## config.mk

```make
export PLATFORM = sky130hd
export DESIGN_NAME = custom_axi_ip_result_fifo
export DESIGN_NICKNAME = d
export VERILOG_FILES = /design/src/rtl/custom_axi_ip_pkg.sv /design/src/rtl/custom_axi_ip_result_fifo_mem.sv /design/src/rtl/custom_axi_ip_result_fifo.sv
export SDC_FILE = /design/constraint.sdc
export NUM_CORES = 1
export LEC_CHECK = 0
export CAP_MARGIN = 20
export CORE_MARGIN = 2
export CORE_UTILIZATION = 40
export DETAILED_ROUTE_END_ITERATION = 6
export GPL_ROUTABILITY_DRIVEN = 0
export PLACE_DENSITY_LB_ADDON = 0.3
export SYNTH_ARGS = -nofsm -noshare
export SYNTH_HDL_FRONTEND = slang
export SYNTH_SLANG_ARGS = --single-unit
```

## constraint.sdc

```tcl
create_clock -name clk_i -period 6.9 [get_ports clk_i]
set_clock_uncertainty 0.2 [all_clocks]
set_input_delay 1.38 -clock clk_i [delete_from_list [all_inputs] [get_ports clk_i]]
set_output_delay 1.38 -clock clk_i [all_outputs]
set_load 0.01 [all_outputs]
```

## src/rtl/custom_axi_ip_pkg.sv

```systemverilog
// custom_axi_ip_pkg: shared compute-stage status type and result FIFO constants
package custom_axi_ip_pkg;
  typedef enum logic [1:0] {IDLE, BUSY, DONE, ERROR} status_e;
  localparam int RESULT_ERR_CNT_W = 8;
endpackage

```

## src/rtl/custom_axi_ip_result_fifo_mem.sv

```systemverilog
// custom_axi_ip_result_fifo_mem: unreset storage, synchronous write, asynchronous read
module custom_axi_ip_result_fifo_mem #(
  parameter int DATA_WIDTH = 32,
  parameter int DEPTH      = 8,
  parameter int AW         = $clog2(DEPTH)
) (
  input  logic                  clk_i,
  input  logic                  we,
  input  logic [AW-1:0]         waddr,
  input  logic [DATA_WIDTH-1:0] wdata,
  input  logic [AW-1:0]         raddr,
  output logic [DATA_WIDTH-1:0] rdata
);
  logic [DATA_WIDTH-1:0] mem [DEPTH];
  always_ff @(posedge clk_i) if (we) mem[waddr] <= wdata;
  assign rdata = mem[raddr];
endmodule

```

## src/rtl/custom_axi_ip_result_fifo.sv

```systemverilog
// custom_axi_ip_result_fifo: result capture FIFO with overflow/error tracking; irq enabled by CUSTOM_AXI_IP_RESULT_FIFO_IRQ_EN
module custom_axi_ip_result_fifo
  import custom_axi_ip_pkg::*;
#(
  parameter int DATA_WIDTH    = 32,
  parameter int DEPTH         = 8,
  parameter int IRQ_THRESHOLD = 4
) (
  input  logic                        clk_i,
  input  logic                        rst_i,
  input  logic                        wen_in,
  input  logic [DATA_WIDTH-1:0]       data_in,
  input  status_e                     status_in,
  input  logic                        rd_req_i,
  input  logic                        clr_overflow_i,
  output logic [DATA_WIDTH-1:0]       rd_data_o,
  output logic                        rd_valid_o,
  output logic [$clog2(DEPTH):0]      level_o,
  output logic                        empty_o,
  output logic                        full_o,
  output logic                        overflow_o,
  output logic [RESULT_ERR_CNT_W-1:0] err_cnt_o,
  output logic                        irq_o
);
  localparam int AW = $clog2(DEPTH);
  localparam int LW = AW + 1;
  logic [AW-1:0] wr_ptr, rd_ptr;
  logic [DATA_WIDTH-1:0] rd_word;
  logic push, pop, drop;
  assign empty_o = level_o == '0;
  assign full_o  = level_o == LW'(DEPTH);
  // a pop in the same cycle frees the slot, so a push into a full FIFO is still taken
  assign push = wen_in && (!full_o || rd_req_i);
  assign pop  = rd_req_i && !empty_o;
  assign drop = wen_in && full_o && !rd_req_i;
  custom_axi_ip_result_fifo_mem #(.DATA_WIDTH(DATA_WIDTH), .DEPTH(DEPTH)) u_mem (
    .clk_i (clk_i),
    .we    (push),
    .waddr (wr_ptr),
    .wdata (data_in),
    .raddr (rd_ptr),
    .rdata (rd_word)
  );
  always_ff @(posedge clk_i or posedge rst_i) begin
    if (rst_i) begin
      wr_ptr     <= '0;
      rd_ptr     <= '0;
      level_o    <= '0;
      rd_data_o  <= '0;
      rd_valid_o <= 1'b0;
      overflow_o <= 1'b0;
      err_cnt_o  <= '0;
    end else begin
      wr_ptr     <= wr_ptr + AW'(push);
      rd_ptr     <= rd_ptr + AW'(pop);
      level_o    <= level_o + LW'(push) - LW'(pop);
      rd_valid_o <= pop;
      if (pop) rd_data_o <= rd_word;
      overflow_o <= drop || (overflow_o && !clr_overflow_i);
      if (status_in == ERROR && err_cnt_o != '1) err_cnt_o <= err_cnt_o + 1'b1;
    end
  end
`ifdef CUSTOM_AXI_IP_RESULT_FIFO_IRQ_EN
  always_ff @(posedge clk_i or posedge rst_i) begin
    if (rst_i) irq_o <= 1'b0;
    else       irq_o <= (level_o >= LW'(IRQ_THRESHOLD)) || overflow_o;
  end
`else
  assign irq_o = 1'(IRQ_THRESHOLD) & 1'b0;
`endif
endmodule

```

==> flow_summary.json <==
{
  "postRouteAntennaNets": 0,
  "synthToLayoutAreaGrowth_pct": 19.4,
  "drc": 0,
  "place_hpwl_um": 12400,
  "hold_viol": 0,
  "slew_headroom_pct": 32.0,
  "ir_drop_v": 0.000260,
  "hp-class": "flop to flop",
  "dieHeight_um": 178,
  "placementRows": 63,
  "synth_top_cell_by_area": "edfxtp_1",
  "synthAdderAreaFrac_pct": 1.31,
  "reg2reg_to": "level_o[3]$_DFF_PP0_",
  "slew_violations": 0,
  "io_buffers": 86,
  "setup_violations": 0,
  "crit_fanout": 3,
  "worstHoldStart": "err_cnt_o[4]$_DFFE_PP0P_",
  "cts.sinks": 308,
  "postCtsSetupRepairBufs": 0,
  "final_cell_mix": "edfxtp_1 (256), mux2i_1 (128), clkdlybuf4s50_1 (86)",
  "antenna_found_initial": 0,
  "vias": 6112,
  "htreeDepth": 1,
  "min_to": "err_cnt_o[4]$_DFFE_PP0P_",
  "coreArea_mm2": 0.0297,
  "p_leak_nw": 5.27,
  "syn_inst": 707,
  "overflow": 0,
  "viasPerCell": 5.03,
  "period_needed_ns": 3.59,
  "fp.dieW_um": 178,
  "grt_pass1_vias": 6100,
  "synthTopCellsByArea": "edfxtp_1 (64%), dfrtp_1 (11%), mux2i_1 (11%), a22oi_1 (4.0%), nand3_1 (1.4%)",
  "synth_top_family_by_area": "multiplexers",
  "dieArea_mm2": 0.0316,
  "ys_seq_area_share_pct": 74.4,
  "initial_core_util_pct": 40.7,
  "rr_worst_depth": 11,
  "place_area_mm2": 0.0132,
  "status": "finished, final reports clean",
  "grt_max_degree": 83,
  "io_pins": 88,
  "final.setup.tns_ns": 0,
  "power_mw": 6.06,
  "cts_buffer_depth": 3,
  "synth_seq_cells": 308,
  "dpl.cell_count": 1153,
  "setup_slack_ns": 3.31,
  "numCtsBuffers": 31,
  "period_share_pct": 52.0,
  "synthSimpleGateAreaFrac_pct": 3.01,
  "nets": 851,
  "drive_gt1_share_pct": 9.22,
  "drtPass1Iterations": 4,
  "arrival_ns": 2.01,
  "drt-initial-drc-count": 333,
  "maxCapViolCount": 0,
  "grt_pass1_wl_um": 34500,
  "yosysTopAreaCellShare_pct": 63.6,
  "netlist_area_mm2": 0.0121,
  "synth_cell_type_count": 35,
  "min_path_cells": 1,
  "synth.net_count": 758,
  "r2r_slack_ns": 3.96,
  "clk_pin_slew_worst_paths_ns": 0.06,
  "routed_wl_um": 22400,
  "insertedDiodeCount": 0,
  "pre_cts_ws_ns": 2.75,
  "mostFrequentLayoutCell": "edfxtp_1",
  "synthXorXnorAreaFrac_pct": 0.653,
  "synth_compound_area_share_pct": 5.75,
  "worst_pin_slew_ns": 1.02,
  "grt_use_total_pct": 14.1,
  "rsz0062_at_grt": "false",
  "cp.required_ns": 5.32,
  "muxShareOfSynthArea_pct": 10.8,
  "detail_route.wl_per_cell_um": 18.4,
  "fmax_ghz": 0.279,
  "clk_latency_ns": 0.55,
  "yosysWarnings": 0,
  "stdcell_count": 1214,
  "cts-root-buf": "clkbuf_16",
  "cts_resized": 0,
  "cts_tree": "built",
  "critical_path_class": "flop to output pin",
  "fill_cells": 2485,
  "design_area_mm2": 0.0144,
  "synth_area_per_cell_um2": 17.1,
  "cts_hold_buf": 0,
  "r2r_start": "level_o[2]$_DFF_PP0_",
  "startpoint_type": "flop",
  "p_per_area_mw_per_mm2": 420,
  "crit_path_end_kind": "output pin"
}
per-layer routing:
| layer | vias to the layer above | routed length [um] | global-route usage, % | share of wire, % |
|---|---|---|---|---|
| li1 | 2902 | - | - | - |
| met1 | 3071 | 9940 | 18.6 | 44 |
| met2 | 101 | 11200 | 24.6 | 50 |
| met3 | 38 | 706 | 1.91 | 3.2 |
| met4 | 0 | 480 | 3.79 | 2.1 |
| met5 | - | 0 | 0 | 0 |
cell usage after synthesis:
library cell and number:
edfxtp_1 256, mux2i_1 128, a22oi_1 64, dfrtp_1 52
inv_1 40, nand3_1 33, o21ai_1 32, buf_2 15
ha_1 11, nand2_1 8, nor2_1 8, buf_12 7
clkbuf_1 7, xor2_1 5, buf_6 4, nor2b_1 4
xnor2_1 4, buf_8 3, nand2b_1 3, nand4_1 3
nor3_1 3, and2_1 2, mux2_1 2, nor4b_1 2
a21o_1 1, a21oi_1 1, a41oi_1 1, a41oi_4 1
and3_4 1, buf_4 1, conb_1 1, fa_1 1
nor3b_1 1, nor3b_2 1, o21ai_0 1
power breakdown:
part	internal (mW)	total (mW)	switching, mW
clock	1.06	1.74	0.680
sequential	2.40	2.63	0.227
combinational	0.783	1.69	0.911
through the flow:
| step | hold WS, ns | utilization (%) |
|---|---|---|
| floorplan | 0.279 | - |
| CTS | 0.302 | 48.2 |
| finish | 0.296 | 48.5 |
| global route | 0.320 | 48.5 |
| detailed placement | 0.294 | 44.6 |
| global placement | 0.289 | 44.6 |
worst max-delay path, stage by stage, from the launching register on:
cell and delay (ns):
dfrtp_1 0.38, inv_1 0.11, ha_1 0.15, nor3b_2 0.25, clkdlybuf4s50_1 0.59
flip-flops by register name, indices dropped and copies added, names as in the netlist:
register    flops
err_cnt_o       8
level_o         4
overflow_o      1
rd_data_o      32
rd_ptr          3
rd_valid_o      1
u_mem.mem     256
wr_ptr          3
how the worst max path moves through the flow:
stage / startpoint / end / slack [ns] / cells past startpoint
after floorplan: rd_req_i / u_mem.mem[0][0]$_DFFE_PP_ / 2.25 / 4
after global placement: rd_req_i / u_mem.mem[3][9]$_DFFE_PP_ / 2.80 / 5
after detailed placement: rd_req_i / u_mem.mem[3][17]$_DFFE_PP_ / 2.75 / 5
after CTS: level_o[2]$_DFF_PP0_ / empty_o / 3.28 / 4
after global routing: level_o[2]$_DFF_PP0_ / empty_o / 3.16 / 4
final: level_o[2]$_DFF_PP0_ / empty_o / 3.31 / 4
final cells by class:
class	instances	area, um^2	share of cell area, %
Clock inverter	21	267	1.85
Timing Repair Buffer	97	1040	7.18
Clock buffer	36	805	5.58
Inverter	40	150	1.04
Multi-Input combinational cell	322	2690	18.6
Tap cell	390	488	3.38
Sequential cell	308	8990	62.3
cells by family (layout without fill, tap and decap cells):
kind of cell / count (synthesis) / in the layout
buf+inv: 77 / 194
other cells: 1 / 1
fa+ha+maj: 12 / 12
flops: 308 / 308
mux: 130 / 130
xor+xnor: 9 / 9
simple gates: 69 / 69
compound gates: 101 / 101
(Power assumes the default switching activity.)
